$ cat config.mk
export PLATFORM = sky130hd
export DESIGN_NAME = mem_if_row_loader_flat
export DESIGN_NICKNAME = d
export VERILOG_FILES = /design/src/rtl/mem_if_pkg.sv /design/src/rtl/mem_if_row_loader_if.sv /design/src/rtl/row_skid_fifo.sv /design/src/rtl/mem_if_row_loader.sv /design/src/flat_wrapper.sv
export SDC_FILE = /design/constraint.sdc
export NUM_CORES = 2
export LEC_CHECK = 0
export ABC_CLOCK_PERIOD_IN_PS = 45900
export CORE_MARGIN = 4
export CORE_UTILIZATION = 50
export DETAILED_ROUTE_END_ITERATION = 8
export PLACE_DENSITY = 0.78
export SETUP_SLACK_MARGIN = 0.4
export SYNTH_ARGS = -nofsm -noshare
export SYNTH_HDL_FRONTEND = slang
export SYNTH_SLANG_ARGS = --single-unit
$ cat constraint.sdc
create_clock -name clk -period 45.9 [get_ports clk]
set_clock_uncertainty 0.15 [all_clocks]
set_input_delay 9.18 -clock clk [delete_from_list [all_inputs] [get_ports clk]]
set_output_delay 9.18 -clock clk [all_outputs]
set_load 0.005 [all_outputs]
$ cat src/rtl/mem_if_pkg.sv
`default_nettype none
// ============================================================================
// Module      : mem_if_pkg
// Description : Shared state encoding and default sizing for the row loader.
// Revision    : 1.0 - initial release
// ============================================================================
package mem_if_pkg;

    localparam int c_DATA_RATIO = 8;
    localparam int c_ADDR_DEPTH = 32;
    localparam int c_ADDR_WIDTH = 32;
    localparam int c_DATA_WIDTH = 32;

    typedef logic [1:0] state_t;

    localparam state_t c_ST_IDLE = 2'd0;
    localparam state_t c_ST_LOAD = 2'd1;
    localparam state_t c_ST_READ = 2'd2;
    localparam state_t c_ST_DONE = 2'd3;

endpackage : mem_if_pkg
`default_nettype wire

$ cat src/rtl/mem_if_row_loader_if.sv
`default_nettype none
// ============================================================================
// Module      : mem_if_row_loader_if
// Description : Job control, narrow input stream, RAM port and wide output
//               stream of the row loader.
// Revision    : 1.0 - initial release
// ============================================================================
interface mem_if_row_loader_if
    import mem_if_pkg::*;
#(
    parameter int DATA_RATIO = c_DATA_RATIO,
    parameter int ADDR_WIDTH = c_ADDR_WIDTH,
    parameter int DATA_WIDTH = c_DATA_WIDTH
);
    logic                                   start;
    logic [ADDR_WIDTH-1:0]                  num_words;
    logic                                   busy;
    logic                                   done;

    logic                                   s_valid;
    logic                                   s_ready;
    logic [DATA_WIDTH-1:0]                  s_data;

    logic                                   mem_if_write;
    logic [ADDR_WIDTH-1:0]                  mem_if_address;
    logic [DATA_WIDTH-1:0]                  mem_if_write_data;
    logic [DATA_WIDTH/8-1:0]                mem_if_write_strb;
    logic [DATA_RATIO-1:0][DATA_WIDTH-1:0]  mem_if_read_data;

    logic                                   m_valid;
    logic                                   m_ready;
    logic [DATA_RATIO-1:0][DATA_WIDTH-1:0]  m_data;
    logic                                   m_last;

    // The loader masters both the RAM port and the output stream.
    modport master (
        input  start, num_words, s_valid, s_data, mem_if_read_data, m_ready,
        output busy, done, s_ready, mem_if_write, mem_if_address,
               mem_if_write_data, mem_if_write_strb, m_valid, m_data, m_last
    );

    modport slave (
        output start, num_words, s_valid, s_data, mem_if_read_data, m_ready,
        input  busy, done, s_ready, mem_if_write, mem_if_address,
               mem_if_write_data, mem_if_write_strb, m_valid, m_data, m_last
    );

endinterface : mem_if_row_loader_if
`default_nettype wire

$ cat src/rtl/row_skid_fifo.sv
`default_nettype none
// ============================================================================
// Module      : row_skid_fifo
// Description : Two-entry FIFO holding returned RAM rows for the output stream.
// Revision    : 1.0 - initial release
// ============================================================================
module row_skid_fifo #(
    parameter int WIDTH = 257
) (
    input  wire logic             clk,
    input  wire logic             rst,
    input  wire logic             i_push,
    input  wire logic [WIDTH-1:0] i_data,
    input  wire logic             i_pop,
    output logic                  o_valid,
    output logic [WIDTH-1:0]      o_data,
    output logic [1:0]            o_count
);
    logic [WIDTH-1:0] r_mem [2];
    logic             r_wr_ptr;
    logic             r_rd_ptr;
    logic [1:0]       r_count;
    logic             w_push;
    logic             w_pop;

    assign w_pop  = i_pop && (r_count != 2'd0);
    assign w_push = i_push && ((r_count != 2'd2) || w_pop);

    always_ff @(posedge clk or posedge rst) begin
        if (rst) begin
            r_mem[0] <= '0;
            r_mem[1] <= '0;
            r_wr_ptr <= 1'b0;
            r_rd_ptr <= 1'b0;
            r_count  <= 2'd0;
        end else begin
            if (w_push) begin
                r_mem[r_wr_ptr] <= i_data;
                r_wr_ptr        <= ~r_wr_ptr;
            end
            if (w_pop) begin
                r_rd_ptr <= ~r_rd_ptr;
            end
            r_count <= r_count + 2'(w_push) - 2'(w_pop);
        end
    end

    assign o_valid = (r_count != 2'd0);
    assign o_data  = r_mem[r_rd_ptr];
    assign o_count = r_count;

endmodule : row_skid_fifo
`default_nettype wire

$ cat src/rtl/mem_if_row_loader.sv
`default_nettype none
// ============================================================================
// Module      : mem_if_row_loader
// Description : Writes a job of narrow words into a wide RAM, then streams the
//               covered rows back out as wide words.
// Revision    : 1.0 - initial release
// ============================================================================
module mem_if_row_loader
    import mem_if_pkg::*;
#(
    parameter int DATA_RATIO = c_DATA_RATIO,
    parameter int ADDR_DEPTH = c_ADDR_DEPTH,
    parameter int ADDR_WIDTH = c_ADDR_WIDTH,
    parameter int DATA_WIDTH = c_DATA_WIDTH
) (
    input  wire logic            clk,
    input  wire logic            rst,
    mem_if_row_loader_if.master  bus
);
    localparam int c_STRB_W = DATA_WIDTH / 8;
    localparam int c_ROW_W  = DATA_RATIO * DATA_WIDTH;
    localparam logic [ADDR_WIDTH-1:0] c_MAX_WORDS = ADDR_WIDTH'(ADDR_DEPTH * DATA_RATIO);

    state_t                r_state;
    state_t                w_state_nxt;
    logic [ADDR_WIDTH-1:0] r_num;
    logic [ADDR_WIDTH-1:0] r_rows;
    logic [ADDR_WIDTH-1:0] r_wr_cnt;
    logic [ADDR_WIDTH-1:0] r_rd_cnt;
    logic                  r_pend;
    logic                  r_pend_last;
    logic [ADDR_WIDTH-1:0] r_addr;
    logic [DATA_WIDTH-1:0] r_wdata;
    logic [c_STRB_W-1:0]   r_strb;

    logic                  w_accept_start;
    logic [ADDR_WIDTH-1:0] w_num_sat;
    logic [ADDR_WIDTH-1:0] w_rows_sat;
    logic                  w_s_ready;
    logic                  w_wr;
    logic                  w_rd_issue;
    logic                  w_done;
    logic                  w_pop;
    logic [2:0]            w_occ;
    logic [ADDR_WIDTH-1:0] w_addr;
    logic                  w_fifo_valid;
    logic [c_ROW_W:0]      w_fifo_head;
    logic [1:0]            w_fifo_count;

    assign w_accept_start = (r_state == c_ST_IDLE) && bus.start;
    assign w_num_sat      = (bus.num_words > c_MAX_WORDS) ? c_MAX_WORDS : bus.num_words;
    assign w_rows_sat     = (w_num_sat + ADDR_WIDTH'(DATA_RATIO - 1)) / ADDR_WIDTH'(DATA_RATIO);

    assign w_pop = w_fifo_valid && bus.m_ready;
    // Occupancy after this cycle's pop: lets a read go out every cycle while the consumer keeps up.
    assign w_occ = {1'b0, w_fifo_count} + {2'b00, r_pend} - {2'b00, w_pop};

    always_ff @(posedge clk or posedge rst) begin
        if (rst) begin
            r_state <= c_ST_IDLE;
        end else begin
            r_state <= w_state_nxt;
        end
    end

    always_comb begin
        w_state_nxt = r_state;
        w_s_ready   = 1'b0;
        w_wr        = 1'b0;
        w_rd_issue  = 1'b0;
        w_done      = 1'b0;
        case (r_state)
            c_ST_IDLE: begin
                if (bus.start) begin
                    w_state_nxt = (w_num_sat == '0) ? c_ST_DONE : c_ST_LOAD;
                end
            end
            c_ST_LOAD: begin
                w_s_ready = 1'b1;
                w_wr      = bus.s_valid;
                if (bus.s_valid && (r_wr_cnt == r_num - ADDR_WIDTH'(1))) begin
                    w_state_nxt = c_ST_READ;
                end
            end
            c_ST_READ: begin
                w_rd_issue = (r_rd_cnt < r_rows) && (w_occ < 3'd2);
                if (w_pop && w_fifo_head[c_ROW_W]) begin
                    w_state_nxt = c_ST_DONE;
                end
            end
            c_ST_DONE: begin
                w_done      = 1'b1;
                w_state_nxt = c_ST_IDLE;
            end
            default: begin
                w_state_nxt = c_ST_IDLE;
            end
        endcase
    end

    // Idle cycles keep the last address presented to the RAM.
    assign w_addr = w_wr ? r_wr_cnt : (w_rd_issue ? r_rd_cnt : r_addr);

    always_ff @(posedge clk or posedge rst) begin
        if (rst) begin
            r_num       <= '0;
            r_rows      <= '0;
            r_wr_cnt    <= '0;
            r_rd_cnt    <= '0;
            r_pend      <= 1'b0;
            r_pend_last <= 1'b0;
            r_addr      <= '0;
            r_wdata     <= '0;
            r_strb      <= '0;
        end else begin
            if (w_accept_start) begin
                r_num    <= w_num_sat;
                r_rows   <= w_rows_sat;
                r_wr_cnt <= '0;
                r_rd_cnt <= '0;
            end
            if (w_wr) begin
                r_wr_cnt <= r_wr_cnt + ADDR_WIDTH'(1);
                r_wdata  <= bus.s_data;
                r_strb   <= '1;
            end
            if (w_rd_issue) begin
                r_rd_cnt <= r_rd_cnt + ADDR_WIDTH'(1);
            end
            r_addr      <= w_addr;
            r_pend      <= w_rd_issue;
            r_pend_last <= w_rd_issue && (r_rd_cnt == r_rows - ADDR_WIDTH'(1));
        end
    end

    row_skid_fifo #(
        .WIDTH   (c_ROW_W + 1)
    ) u_row_skid_fifo (
        .clk     (clk),
        .rst     (rst),
        .i_push  (r_pend),
        .i_data  ({r_pend_last, bus.mem_if_read_data}),
        .i_pop   (w_pop),
        .o_valid (w_fifo_valid),
        .o_data  (w_fifo_head),
        .o_count (w_fifo_count)
    );

    assign bus.busy              = (r_state != c_ST_IDLE);
    assign bus.done              = w_done;
    assign bus.s_ready           = w_s_ready;
    assign bus.mem_if_write      = w_wr;
    assign bus.mem_if_address    = w_addr;
    assign bus.mem_if_write_data = w_wr ? bus.s_data : r_wdata;
    assign bus.mem_if_write_strb = w_wr ? {c_STRB_W{1'b1}} : r_strb;
    assign bus.m_valid           = w_fifo_valid;
    assign bus.m_data            = w_fifo_head[c_ROW_W-1:0];
    assign bus.m_last            = w_fifo_valid && w_fifo_head[c_ROW_W];

endmodule : mem_if_row_loader
`default_nettype wire

$ cat src/flat_wrapper.sv
// flat-port wrapper written by rule: the top's interface ports become plain ports
module mem_if_row_loader_flat import mem_if_pkg::*;
#(
    parameter int DATA_RATIO = c_DATA_RATIO,
    parameter int ADDR_DEPTH = c_ADDR_DEPTH,
    parameter int ADDR_WIDTH = c_ADDR_WIDTH,
    parameter int DATA_WIDTH = c_DATA_WIDTH
)
  (clk, rst, bus_start, bus_num_words, bus_s_valid, bus_s_data, bus_mem_if_read_data, bus_m_ready, bus_busy, bus_done, bus_s_ready, bus_mem_if_write, bus_mem_if_address, bus_mem_if_write_data, bus_mem_if_write_strb, bus_m_valid, bus_m_data, bus_m_last);
  mem_if_row_loader_if #(.DATA_RATIO(DATA_RATIO), .ADDR_WIDTH(ADDR_WIDTH), .DATA_WIDTH(DATA_WIDTH)) bus_i ();
  input  wire logic clk;
  input  wire logic rst;
  input wire logic [$bits(bus_i.start)-1:0] bus_start;
  input wire logic [$bits(bus_i.num_words)-1:0] bus_num_words;
  input wire logic [$bits(bus_i.s_valid)-1:0] bus_s_valid;
  input wire logic [$bits(bus_i.s_data)-1:0] bus_s_data;
  input wire logic [$bits(bus_i.mem_if_read_data)-1:0] bus_mem_if_read_data;
  input wire logic [$bits(bus_i.m_ready)-1:0] bus_m_ready;
  output wire logic [$bits(bus_i.busy)-1:0] bus_busy;
  output wire logic [$bits(bus_i.done)-1:0] bus_done;
  output wire logic [$bits(bus_i.s_ready)-1:0] bus_s_ready;
  output wire logic [$bits(bus_i.mem_if_write)-1:0] bus_mem_if_write;
  output wire logic [$bits(bus_i.mem_if_address)-1:0] bus_mem_if_address;
  output wire logic [$bits(bus_i.mem_if_write_data)-1:0] bus_mem_if_write_data;
  output wire logic [$bits(bus_i.mem_if_write_strb)-1:0] bus_mem_if_write_strb;
  output wire logic [$bits(bus_i.m_valid)-1:0] bus_m_valid;
  output wire logic [$bits(bus_i.m_data)-1:0] bus_m_data;
  output wire logic [$bits(bus_i.m_last)-1:0] bus_m_last;
  assign bus_i.start = bus_start;
  assign bus_i.num_words = bus_num_words;
  assign bus_i.s_valid = bus_s_valid;
  assign bus_i.s_data = bus_s_data;
  assign bus_i.mem_if_read_data = bus_mem_if_read_data;
  assign bus_i.m_ready = bus_m_ready;
  assign bus_busy = bus_i.busy;
  assign bus_done = bus_i.done;
  assign bus_s_ready = bus_i.s_ready;
  assign bus_mem_if_write = bus_i.mem_if_write;
  assign bus_mem_if_address = bus_i.mem_if_address;
  assign bus_mem_if_write_data = bus_i.mem_if_write_data;
  assign bus_mem_if_write_strb = bus_i.mem_if_write_strb;
  assign bus_m_valid = bus_i.m_valid;
  assign bus_m_data = bus_i.m_data;
  assign bus_m_last = bus_i.m_last;
  mem_if_row_loader #(.DATA_RATIO(DATA_RATIO), .ADDR_DEPTH(ADDR_DEPTH), .ADDR_WIDTH(ADDR_WIDTH), .DATA_WIDTH(DATA_WIDTH)) u_core (.clk(clk), .rst(rst), .bus(bus_i));
endmodule
==> Flow_metrics.wiki <==
{| class="wikitable"
! Metric !! Value
|-
| Lkg Pwr || 19.5 nW
|-
| Area growth from synthesis to final layout || 29.5%
|-
| Post-DR vias/cell || 5.73
|-
| Hold Vio Cnt, Final || 0
|-
| Net count after synthesis || 3075
|-
| Commonest cells after routing, fill and taps aside || mux2_2 (771), dfrtp_1 (714), clkdlybuf4s50_1 (654)
|-
| Mean instance size in the synthesized netlist || 12.3 µm²
|-
| Status || finished, final reports clean
|-
| Slew at the pin with the worst max-slew slack || 1.28 ns
|-
| Most common cell after layout, fill and taps aside || mux2_2
|-
| Yosys warnings || 0
|-
| Total Routing Usage GR || 26.9%
|-
| Total vias in the final route || 24.3k
|-
| Clock buffer count from CTS || 77
|-
| Largest stage delay, worst path || 0.61 ns
|-
| Total half-perimeter wirelength after legalization and detailed placement || 69700 µm
|-
| Drt initial violations || 1700
|-
| Post-synth ARST share || 100%
|-
| Cell area after placement || 0.0406 mm²
|-
| Count of unique library cells instantiated by Yosys || 63
|-
| Main flop type after synthesis || dfrtp_1
|-
| Number of clock sinks || 715
|-
| H-tree depth || 3
|-
| Worst Hold Slack || 0.316 ns
|-
| Power per unit of standard cell area || 62.7 mW/mm²
|-
| Root buffer cell || clkbuf_16
|-
| Largest net degree at the start of global routing || 179
|-
| Global-route wire length before repair || 150000 µm
|-
| Vertical die dimension || 266 µm
|-
| Number of global-route vias before repair || 25.5k
|-
| Unrepaired setup endpoints after global routing || false
|-
| Most used cell along the critical path || inv_1
|-
| Highest ir drop seen on vdd || 0.0000438 V
|-
| Chip Width || 266 µm
|-
| Area share of the largest cell type after synthesis || 53.7%
|-
| Hold WC Path Type || flop to flop
|-
| # hold bufs at CTS || 0
|-
| Antenna violations before repair || 17
|-
| Req. time, crit path || 36.57 ns
|-
| Data arrival time of the critical path || 14.28 ns
|-
| Source-to-sink clock delay at the later pin of the worst-skew pair || 0.61 ns
|-
| Main area contributors after synthesis || dfrtp_1 (54%), mux2_2 (26%), nand2_1 (2.8%), xnor2_1 (1.6%), clkbuf_1 (1.6%)
|-
| Critical-path cell list || clkdlybuf4s50_1 -> o21ai_0 -> inv_1 -> ha_1 -> nand2b_1 -> fa_1 -> nand3b_1 -> a21oi_1 -> nand4_1 -> inv_1 -> nand2_1 -> inv_1 -> buf_4 -> nand2_1 -> a31oi_1 -> clkdlybuf4s50_1
|-
| Critical path class || primary input to output port
|-
| Boundary Pins || 655
|-
| Met2 capacity usage during global routing || 45.6%
|-
| Final routed wire length divided by cell count || 23.1 µm
|-
| Sequential cell area || 0.0179 mm²
|-
| Starting Density || 50.6%
|-
| Synth Cell Area || 0.0333 mm²
|-
| Peak fanout along the critical path || 32
|-
| Slowest stage cell, crit path || inv_1
|-
| Fill count || 4765
|-
| Port Buf Inserts || 654
|-
| CTS max path bufs || 3
|-
| Final instance area || 0.0431 mm²
|-
| Met1 track demand over resource || 33.6%
|-
| Final worst path period share || 51.4%
|-
| Core Box Area || 0.0659 mm²
|-
| Global route hottest layer || met2
|-
| Register bit count reported by yosys || 715
|-
| DRC || 0
|-
| EDFF count, synth || 0
|-
| Crit end category || output port
|-
| Global Route met3 Usage || 6.02%
|-
| Seq/Total Area, Yosys || 53.7%
|-
| Post-CTS Setup Bufs || 0
|-
| CTS tree || built
|-
| Fraction of final layout cells sized beyond drive strength 1 || 27.3%
|-
| Post-Syn Instances || 2708
|-
| Placer congestion estimate || 0.890
|-
| Total global routing overflow || 0
|-
| Final count of pins violating max slew || 0
|-
| Area of combinational cells with multiple inputs || 0.0146 mm²
|-
| Final Critical Period || 23.61 ns
|-
| CP startpoint kind || primary input
|-
| Aggregate negative setup slack || 0 ns
|-
| Max Clk Rate || 42.4 MHz
|-
| Max_slew headroom || 14.8%
|-
| 1st-pass router iterations || 6
|-
| Final Power || 2.71 mW
|-
| Die area || 0.0708 mm²
|-
| Number of violations of the max-capacitance limit || 0
|-
| Quantity of gates resized following cts || 0
|-
| Rows || 94
|-
| Total setup violations reported at the end of the flow || 0
|-
| Yosys top cell by area || dfrtp_1
|-
| Clock slew seen by the registers of the worst setup and hold paths || 0.05 ns
|-
| Count of nets after finishing || 3677
|-
| Sum of routed wire length over all layers || 98100 µm
|-
| Number of nets with antenna violations after detailed routing || 0
|}
==> logic make-up after synthesis <==
kind of cell    Yosys count  share of synthesized area [%]
mux                     784                           26.5
flops                   715                           53.7
simple gates            641                           9.33
compound gates          229                           4.23
buf+inv                 212                           2.40
xor+xnor                 85                           2.24
fa+ha+maj                42                           1.60
==> through the flow <==
step	utilization (%)	worst slack [ns]	cells
3_3_place_gp	61.6	22.63	4095
3_5_place_dp	61.6	22.42	4095
5_1_grt	65.5	21.97	4239
4_1_cts	65.4	22.41	4225
6_report	65.5	22.29	4240
2_1_floorplan	-	16.51	2708
==> per-layer routing <==
| metal | part of all wire (%) | vias to the layer above | wire length, µm |
|---|---|---|---|
| met1 | 39 | 12200 | 38200 |
| met5 | 0.012 | - | 12 |
| li1 | - | 10900 | - |
| met4 | 4.0 | 2 | 3910 |
| met2 | 50 | 952 | 48700 |
| met3 | 7.4 | 219 | 7300 |
==> worst paths after layout <==
kind | startpoint | endpoint | slack [ns] | cells after the start
worst min-delay path | u_core.r_strb[2] | u_core.r_strb[2] | 0.32 | 1
worst min register to register | u_core.r_strb[2] | u_core.r_strb[2] | 0.32 | 1
worst max-delay path | bus_m_ready | bus_mem_if_address[7] | 22.29 | 16
max in group asynchronous | rst | u_core.r_addr[28] | 33.15 | 5
worst max register to register | u_core.u_row_skid_fifo.o_count[1] | u_core.r_addr[7] | 41.03 | 14
min in group asynchronous | rst | u_core.u_row_skid_fifo.r_mem[89] | 8.99 | 2
==> cells in the mapped netlist, types with 11 or more instances <==
cell type,number
xor2_1,23
or3_1,19
mux2i_1,13
or4_1,13
a21oi_1,28
nand3_1,68
nand2_1,248
xnor2_1,62
nand4_1,23
and2_1,29
clkbuf_1,139
and3_1,26
o21ai_0,91
o31ai_1,14
a31oi_1,37
nor2_1,91
nor4_1,32
mux2_2,771
nor3_1,49
ha_1,41
dfrtp_1,715
inv_1,60
nand2b_1,11
==> registers in the layout (all words and copies together), names as in the netlist, 4 cells and up <==
signal and count:
u_core.r_addr 32, u_core.r_wdata 32, u_core.r_rd_cnt 32, u_core.r_rows 29, u_core.r_wr_cnt 32, u_core.r_num 32
u_core.r_strb 4, u_core.u_row_skid_fifo.r_mem 514
==> critical path: cells and delay by family <==
family	cells	cell delay, ns
buffers and inverters	6	2.71
and+or+nand+nor	5	0.96
adders and majority gates	2	0.72
AOI/OAI and AO/OA	3	0.69
==> final cells by class <==
class | count | share of cell area [%]
multi-input cells | 1781 | 33.9
repair buffers | 674 | 15.6
clock buffers | 112 | 5.22
well taps | 864 | 2.51
inverters | 61 | 0.548
diodes | 15 | 0.0870
flip-flops and latches | 715 | 41.5
clock inverters | 18 | 0.606
==> power breakdown <==
part | internal, mW | switching (mW) | total, mW
clock | 0.363 | 0.253 | 0.617
sequential | 0.849 | 0.113 | 0.961
combinational | 0.676 | 0.452 | 1.13
total | 1.89 | 0.818 | 2.71
Power figures use the tool's default switching activity.
